`src/rtl/alu_exec.sv`:
```
// Execute-stage ALU: single-cycle logic/arithmetic/shift ops with latency 1,
// iterative shift-add MUL and restoring DIV taking WIDTH cycles.
module alu_exec #(
  parameter int unsigned WIDTH = 16
) (
  input  logic             clk,
  input  logic             rst,
  input  logic             start,
  input  logic [3:0]       op,
  input  logic [WIDTH-1:0] a,
  input  logic [WIDTH-1:0] b,
  output logic             busy,
  output logic             done,
  output logic             wr_en,
  output logic [WIDTH-1:0] result,
  output logic             z,
  output logic             n,
  output logic             c,
  output logic             v
);

  localparam int unsigned SW = $clog2(WIDTH);
  localparam logic [SW-1:0] LAST = SW'(WIDTH - 1);

  typedef enum logic { IDLE, CALC } state_t;

  typedef enum logic [3:0] {
    OP_ADD = 4'd0, OP_SUB = 4'd1, OP_AND = 4'd2, OP_OR  = 4'd3,
    OP_XOR = 4'd4, OP_NOT = 4'd5, OP_SHL = 4'd6, OP_SHR = 4'd7,
    OP_MUL = 4'd8, OP_DIV = 4'd9
  } op_t;

  state_t           state_q, state_d;
  logic [SW-1:0]    cnt_q, cnt_d;
  logic             is_div_q, is_div_d;
  logic [WIDTH-1:0] opnd_q, opnd_d;   // multiplicand (MUL) or divisor (DIV)
  logic [WIDTH-1:0] hi_q, hi_d;       // product high half or partial remainder
  logic [WIDTH-1:0] lo_q, lo_d;       // multiplier / product low half, or dividend / quotient
  logic             busy_q, busy_d;
  logic             done_q, done_d;
  logic             wr_en_q, wr_en_d;
  logic [WIDTH-1:0] result_q, result_d;
  logic             z_q, z_d, n_q, n_d, c_q, c_d, v_q, v_d;

  logic [WIDTH:0]   add_w, sub_w, shl_w, shr_w;
  logic [SW-1:0]    sh_amt;
  logic [WIDTH-1:0] sc_res;
  logic             sc_c, sc_v;

  logic [WIDTH:0]   mul_sum, rem_sh;
  logic [WIDTH-1:0] it_hi, it_lo;
  logic [WIDTH-1:0] fin_res;
  logic             fin_c, fin_v, load;

  assign sh_amt = b[SW-1:0];

  // Single-cycle datapath: result, carry and overflow for ops 0..7
  always_comb begin
    add_w  = {1'b0, a} + {1'b0, b};
    sub_w  = {1'b0, a} - {1'b0, b};
    // Extra bit on the far side of each shift catches the last bit shifted out.
    shl_w  = {1'b0, a} << sh_amt;
    shr_w  = {a, 1'b0} >> sh_amt;
    sc_res = '0;
    sc_c   = 1'b0;
    sc_v   = 1'b0;
    case (op)
      OP_ADD: begin
        sc_res = add_w[WIDTH-1:0];
        sc_c   = add_w[WIDTH];
        sc_v   = (a[WIDTH-1] == b[WIDTH-1]) && (add_w[WIDTH-1] != a[WIDTH-1]);
      end
      OP_SUB: begin
        sc_res = sub_w[WIDTH-1:0];
        sc_c   = sub_w[WIDTH];
        sc_v   = (a[WIDTH-1] != b[WIDTH-1]) && (sub_w[WIDTH-1] != a[WIDTH-1]);
      end
      OP_AND: sc_res = a & b;
      OP_OR:  sc_res = a | b;
      OP_XOR: sc_res = a ^ b;
      OP_NOT: sc_res = ~a;
      OP_SHL: begin
        sc_res = shl_w[WIDTH-1:0];
        sc_c   = shl_w[WIDTH];
      end
      OP_SHR: begin
        sc_res = shr_w[WIDTH:1];
        sc_c   = shr_w[0];
      end
      default: ;
    endcase
  end

  // One iteration of shift-add multiply or restoring divide
  always_comb begin
    mul_sum = {1'b0, hi_q} + (lo_q[0] ? {1'b0, opnd_q} : '0);
    rem_sh  = {hi_q, lo_q[WIDTH-1]};
    if (is_div_q) begin
      if (rem_sh >= {1'b0, opnd_q}) begin
        // Remainder after subtraction is below the divisor, so WIDTH bits suffice.
        it_hi = rem_sh[WIDTH-1:0] - opnd_q;
        it_lo = {lo_q[WIDTH-2:0], 1'b1};
      end else begin
        it_hi = rem_sh[WIDTH-1:0];
        it_lo = {lo_q[WIDTH-2:0], 1'b0};
      end
    end else begin
      it_hi = mul_sum[WIDTH:1];
      it_lo = {mul_sum[0], lo_q[WIDTH-1:1]};
    end
  end

  // FSM next-state, operand capture and result/flag load
  always_comb begin
    state_d  = state_q;
    cnt_d    = cnt_q;
    is_div_d = is_div_q;
    opnd_d   = opnd_q;
    hi_d     = hi_q;
    lo_d     = lo_q;
    busy_d   = busy_q;
    done_d   = 1'b0;
    wr_en_d  = 1'b0;
    fin_res  = sc_res;
    fin_c    = sc_c;
    fin_v    = sc_v;
    load     = 1'b0;
    case (state_q)
      IDLE: begin
        if (start) begin
          if (op <= OP_SHR) begin
            done_d = 1'b1;
            load   = 1'b1;
          end else if (op == OP_MUL || op == OP_DIV) begin
            state_d  = CALC;
            busy_d   = 1'b1;
            cnt_d    = '0;
            is_div_d = (op == OP_DIV);
            opnd_d   = (op == OP_DIV) ? b : a;
            lo_d     = (op == OP_DIV) ? a : b;
            hi_d     = '0;
          end else begin
            done_d = 1'b1;
          end
        end
      end
      CALC: begin
        hi_d  = it_hi;
        lo_d  = it_lo;
        cnt_d = cnt_q + 1'b1;
        if (cnt_q == LAST) begin
          state_d = IDLE;
          busy_d  = 1'b0;
          done_d  = 1'b1;
          load    = 1'b1;
          fin_res = it_lo;
          fin_c   = |it_hi;
          fin_v   = 1'b0;
          if (is_div_q && opnd_q == '0) begin
            fin_res = '1;
            fin_c   = 1'b0;
            fin_v   = 1'b1;
          end
        end
      end
      default: state_d = IDLE;
    endcase
    wr_en_d  = load;
    result_d = load ? fin_res : result_q;
    c_d      = load ? fin_c : c_q;
    v_d      = load ? fin_v : v_q;
    z_d      = load ? (fin_res == '0) : z_q;
    n_d      = load ? fin_res[WIDTH-1] : n_q;
  end

  // State and output registers with synchronous active-low reset
  always_ff @(posedge clk) begin
    if (!rst) begin
      state_q  <= IDLE;
      cnt_q    <= '0;
      is_div_q <= 1'b0;
      opnd_q   <= '0;
      hi_q     <= '0;
      lo_q     <= '0;
      busy_q   <= 1'b0;
      done_q   <= 1'b0;
      wr_en_q  <= 1'b0;
      result_q <= '0;
      z_q      <= 1'b0;
      n_q      <= 1'b0;
      c_q      <= 1'b0;
      v_q      <= 1'b0;
    end else begin
      state_q  <= state_d;
      cnt_q    <= cnt_d;
      is_div_q <= is_div_d;
      opnd_q   <= opnd_d;
      hi_q     <= hi_d;
      lo_q     <= lo_d;
      busy_q   <= busy_d;
      done_q   <= done_d;
      wr_en_q  <= wr_en_d;
      result_q <= result_d;
      z_q      <= z_d;
      n_q      <= n_d;
      c_q      <= c_d;
      v_q      <= v_d;
    end
  end

  assign busy   = busy_q;
  assign done   = done_q;
  assign wr_en  = wr_en_q;
  assign result = result_q;
  assign z      = z_q;
  assign n      = n_q;
  assign c      = c_q;
  assign v      = v_q;

endmodule

```
`config.mk`:
```
export PLATFORM = sky130hd
export DESIGN_NAME = alu_exec
export DESIGN_NICKNAME = d
export VERILOG_FILES = /design/src/rtl/alu_exec.sv
export SDC_FILE = /design/constraint.sdc
export NUM_CORES = 1
export LEC_CHECK = 0
export ABC_AREA = 1
export CAP_MARGIN = 5
export CORE_UTILIZATION = 30
export CTS_CLUSTER_SIZE = 16
export DETAILED_ROUTE_END_ITERATION = 12
export PLACE_DENSITY_LB_ADDON = 0.05
export SYNTH_ARGS = -nofsm -noshare
export SYNTH_HDL_FRONTEND = slang
export SYNTH_SLANG_ARGS = --single-unit
```
`constraint.sdc`:
```
create_clock -name clk -period 6.1 [get_ports clk]
set_input_delay 1.22 -clock clk [delete_from_list [all_inputs] [get_ports clk]]
set_output_delay 1.22 -clock clk [all_outputs]
set_load 0.1 [all_outputs]
```
Word-level counts from Yosys, hierarchy flattened
Index checks and enable logic that the tools add are counted.
{"block": "word_totals", "reg_bits": 77, "latch_bits": 0, "ramBits": 0, "rom_bits": 0, "in_bits": 39, "out_inout_bits": 23, "word_cells": 107, "mem_count": 0}
{"block": "classes", "addsub": 5, "multipliers": 0, "div_mod_pow": 0, "order_cmp": 2, "eq_ne": 18, "shift": 2, "mux": 49, "bitwise": 6, "n_reduce_logical": 11}
{"cell": "$mux W16", "count": 15}
{"cell": "$pmux W16 S8", "count": 1}
{"cell": "$pmux W16 S2", "count": 2}
{"cell": "$add A16 B16 Y17", "count": 2}
{"cell": "$logic_not A16 Y1", "count": 2}
{"cell": "$mux W1", "count": 21}
{"cell": "$ge A17 B16 Y1", "count": 1}
{"cell": "$shl A16 B4 Y17", "count": 1}
{"cell": "$shr A17 B4 Y17", "count": 1}
{"cell": "$sub A16 B16 Y17", "count": 1}
{"cell": "$and A16 B16 Y16", "count": 1}
{"cell": "$eq A4 B3 Y1 const B", "count": 4}
{"cell": "$not A16 Y16", "count": 1}
{"cell": "$or A16 B16 Y16", "count": 1}
{"cell": "$reduce_or A16 Y1", "count": 1}
{"cell": "$sub A16 B16 Y16", "count": 1}
{"cell": "$xor A16 B16 Y16", "count": 1}
{"cell": "$eq A4 B4 Y1 const B", "count": 3}
{"cell": "$mux W4", "count": 3}
{"cell": "$pmux W1 S2", "count": 5}
{"cell": "$eq A4 B2 Y1 const B", "count": 2}
{"cell": "$pmux W4 S2", "count": 1}
{"cell": "$reduce_and A4 Y1", "count": 2}
{"cell": "$ne A2 B2 Y1 const B", "count": 3}
{"cell": "other kinds (12)", "count": 17}

Logic depth before layout (Yosys ltp)
{"block": "logic_depth", "ltp_word": 7, "depth_mapped": 23, "mapped_depth_nobuf": 21}

Least setup slack after synthesis
Ideal clock, no wire load.
{"block": "synth_timing", "path_kind": "input-to-reg", "from": "in b[2]", "to": "reg z_q (netlist: z)", "setup_time_ps": 67, "arrival_time_ps": 3473, "t_required_ps": 6033, "path_slack_ps": 2559, "stages": 21, "path_buffers": 4, "cell_sequence": "buf_2 inv_1 buf_2 buf_2 ha_1 buf_2 nor2_1 nand2_1 nand2_1 nand2_1 nand2_1 nand2_1 nand2_1 nand2_1 nand3_1 nand3_1 a21oi_1 nand2_1 nor2_1 nand3_1 a21oi_2"}
{"block": "synth_between", "elab_chain_cells": 5, "elab_cells_between_ends": 11, "classes_between": "2 x add/sub; 2 x shift; 3 x mux; 3 x bitwise; 1 x reduce/logical"}
{"element": "from (decl)", "line_no": "11", "rtl": "input logic [WIDTH-1:0] b,"}
{"element": "$sub A16 B16 Y17 (tied with other cells)", "line_no": "60", "rtl": "sub_w = {1'b0, a} - {1'b0, b};"}
{"element": "$pmux W16 S8 *", "line_no": "67", "rtl": "case (op)"}
{"element": "$mux W16", "line_no": "151", "rtl": "if (cnt_q == LAST) begin"}
{"element": "$mux W16 *", "line_no": "128", "rtl": "case (state_q)"}
{"element": "$logic_not A16 Y1 *", "line_no": "172", "rtl": "z_d = load ? (fin_res == '0) : z_q;"}
{"element": "to (signal assigned)", "line_no": "204", "rtl": "z_q <= z_d;"}
{"element": "to (decl)", "line_no": "43", "rtl": "logic z_q, z_d, n_q, n_d, c_q, c_d, v_q, v_d;"}
Mark *: on every way between the ends. The rest lies on a longest branch, timed or not.
A chain may end at the register's enable or synchronous reset.

Final worst setup path
{"block": "layout_timing", "from": "in b[0]", "to": "reg z_q (netlist: z)"}
The elaborated chain is that of the path after synthesis.

==> flow_summary.json <==
{
  "cp_slowest_cell": "clkdlybuf4s50_1",
  "first_pass_iters": 6,
  "postCtsSetupBuffers": 0,
  "design.core.area_sq_um": 33700,
  "num_vias": 12240,
  "antennaDiodeCount": 0,
  "crit_top_cell": "nor2_1",
  "reg2reg_slack_ns": 2.70,
  "synth_xor_area_frac": 0.009351,
  "cts_buffer_depth": 2,
  "synth_edf_count": 0,
  "drtAntennaViolNets": 0,
  "yosysMostFrequentCell": "nand2_1",
  "syn_area_sq_um": 10300,
  "cts_root_buffer": "clkbuf_16",
  "muxShareOfSynthArea": 0.002915,
  "hpwl_mm": 38.08,
  "first_iter_violations": 1088,
  "crit_buf_inv": 3,
  "synth_area_leaders": "nand2_1, dfxtp_1, nand3_1, ha_1, inv_1",
  "tns_ns": 0,
  "yosys-top-cells-count": "nand2_1, nand3_1, inv_1, nor2_1, a21oi_1",
  "p_total_uw": 1799,
  "required_ns": 6.38,
  "tightest_slew_ns": 1.098,
  "synth_top_cell_by_area": "nand2_1",
  "dieArea_sq_um": 35090,
  "overflow": 0,
  "grt_pass1_vias": 11660,
  "arrival_ns": 4.69,
  "status": "finished, final reports clean",
  "io_pins": 62,
  "synth_cell_type_count": 49,
  "worstPathCellList": "clkdlybuf4s50_1 > ha_1 > inv_1 > fa_1 > or2_2 > nand3_1 > nor2_1 > nand4_1 > nand2_1 > inv_1 > nor2_1 > nand2_1 > nor2_1 > nand3_1 > a21oi_2",
  "yosysWarningCount": 0,
  "grt_max_degree": 45,
  "rows": 67,
  "vdd_drop_max_v": 0.0001226,
  "place_ws_ns": 1.398,
  "grtUsageTotal": 0.2673,
  "synth_top_family_by_area": "simple AND/OR/NAND/NOR gates",
  "synth_async_sr_flop_share": 0,
  "post_drt_wl_per_cell_um": 20.39,
  "synth_flop_cell": "dfxtp_1",
  "clkLatencyLatePin_ns": 0.35,
  "vias_per_cell": 5.272,
  "initial_core_util": 0.3057,
  "powerDensity_nw_per_um2": 155.5,
  "hold_class": "reg -> reg",
  "endpoint_kind": "flop",
  "synth-seq-cells": 76,
  "synth_fa_ha_area_frac": 0.1110,
  "grt_pass1_wl_mm": 71.82,
  "cts_sinks": 76,
  "wl_mm": 47.33,
  "portBuffers": 61,
  "cts_resized": 0,
  "crit_fanout": 22,
  "r2r_start": "lo_q[0]$_SDFFE_PN0P_",
  "synthToLayoutAreaGrowth_pct": 12.27,
  "drv_cap": 0,
  "hold_ws_ns": 0.4758,
  "worstHoldStart": "busy$_SDFFE_PN0P_",
  "slew_violations": 0,
  "path_delay_family": "simple AND/OR/NAND/NOR gates",
  "avgSynthCellArea_sq_um": 5.554,
  "slew_headroom": 0.2655,
  "drc_errors": 0,
  "cts_buffers": 9,
  "cts_htree_levels": 3,
  "hold_buffers": 0,
  "nets": 1996,
  "drive_gt1_frac": 0.04058,
  "antenna_found_initial": 0,
  "worstReg2RegEnd": "c$_SDFFE_PN0P_",
  "whs_path_depth": 2,
  "fmax_mhz": 227.1,
  "timing.final.crit_share": 0.7218,
  "syn-instance-count": 1855,
  "synth_compound_area_frac": 0.1642,
  "min_period_ns": 4.403,
  "dieWidth_um": 187.3,
  "hold_viol": 0,
  "syn_nets": 1983,
  "clk_pin_slew_ns": 0.07,
  "criticalPathCategory": "in -> reg",
  "rsz0062_at_grt": "false",
  "layout_setup_ws_ns": 1.697,
  "yosysTopAreaCellShare": 0.2110,
  "setup_violations": 0,
  "die_h_um": 187.3,
  "power.leakage_uw": 0.005713,
  "max_stage_delay_ns": 1.06,
  "yosys.area_share.simple": 0.4452,
  "cts_tree": "built",
  "ys_seq_area_frac": 0.1477,
  "critPathLaunchType": "input port",
  "fin_skew_ns": 0.01765,
  "globalplace.congestion": 0.9871,
  "r2r.worst_path.cells": 20,
  "fillCellCount": 3946,
  "holdPathEnd": "busy$_SDFFE_PN0P_"
}
[power breakdown]
part	switching [uW]	total, uW	internal (uW)
clock	248	572	324
sequential	11.6	521	510
combinational	508	706	198
total	767	1800	1030
[tightest hold or removal path, cell delays in order, from the launching register on]
cell     delay [ns]
dfxtp_1        0.32
nand2_1        0.06
a21oi_1        0.06
[cell usage in the layout, fill, tap and decap left out, types with 10 or more instances in the layout]
cell type,count
a21oi_1,120
a31oi_1,28
buf_4,20
clkdlybuf4s50_1,61
dfxtp_1,76
ha_1,85
inv_1,225
nand2_1,579
nand3_1,234
nand4_1,38
nor2_1,143
nor3_1,18
o21ai_0,99
o22ai_1,17
or2_2,10
[layer usage]
metal	routed length [um]	GRT usage	up-vias
li1	-	-	6097
met1	21310	0.3553	5676
met2	21570	0.4384	384
met3	2396	0.02664	79
met4	2054	0.1129	0
met5	0	0	-
[metrics by stage]
stage	instances	utilization	instance area, sq um
global route	2321	0.3432	11570
detailed placement	2305	0.3342	11260
floorplan	1855	-	10300
global placement	2305	0.3342	11260
finish	2321	0.3432	11570
CTS	2321	0.3432	11570
[worst max-delay path by stage]
stage,depth (start not counted),startpoint,slack [ns],endpoint
2_1_floorplan,21,b[2],2.56,z$_SDFFE_PN0P_
3_3_place_gp,19,b[0],1.40,z$_SDFFE_PN0P_
3_5_place_dp,19,b[0],1.40,z$_SDFFE_PN0P_
4_1_cts,19,b[0],1.75,z$_SDFFE_PN0P_
5_1_grt,19,b[0],1.40,z$_SDFFE_PN0P_
6_report,15,b[0],1.70,z$_SDFFE_PN0P_
[flip-flops by register name (all words and copies together) (netlist names)]
signal,flops
busy,1
c,1
cnt_q,4
done,1
hi_q,16
is_div_q,1
lo_q,16
opnd_q,16
result,16
state_q,1
v,1
wr_en,1
z,1
[final cells by class]
cell class / instances / area [sq um] / area share
Multi-Input combinational cell: 1469 / 7551 / 0.6529
Inverter: 231 / 867.1 / 0.07497
Clock buffer: 9 / 225.2 / 0.01947
Timing Repair Buffer: 81 / 760.7 / 0.06577
Clock inverter: 7 / 80.08 / 0.006923
Sequential cell: 76 / 1521 / 0.1315
Tap cell: 448 / 560.5 / 0.04846
[cell families (layout without fill, tap and decap cells)]
family / count (synthesis) / in the layout
and+or+nand+nor: 1061 / 1061
buffers and inverters: 310 / 328
AOI/OAI and AO/OA: 305 / 305
adders and majority gates: 89 / 89
DFF: 76 / 76
xor gates and xnor gates: 11 / 11
muxes: 3 / 3
(Power assumes the default switching activity.)
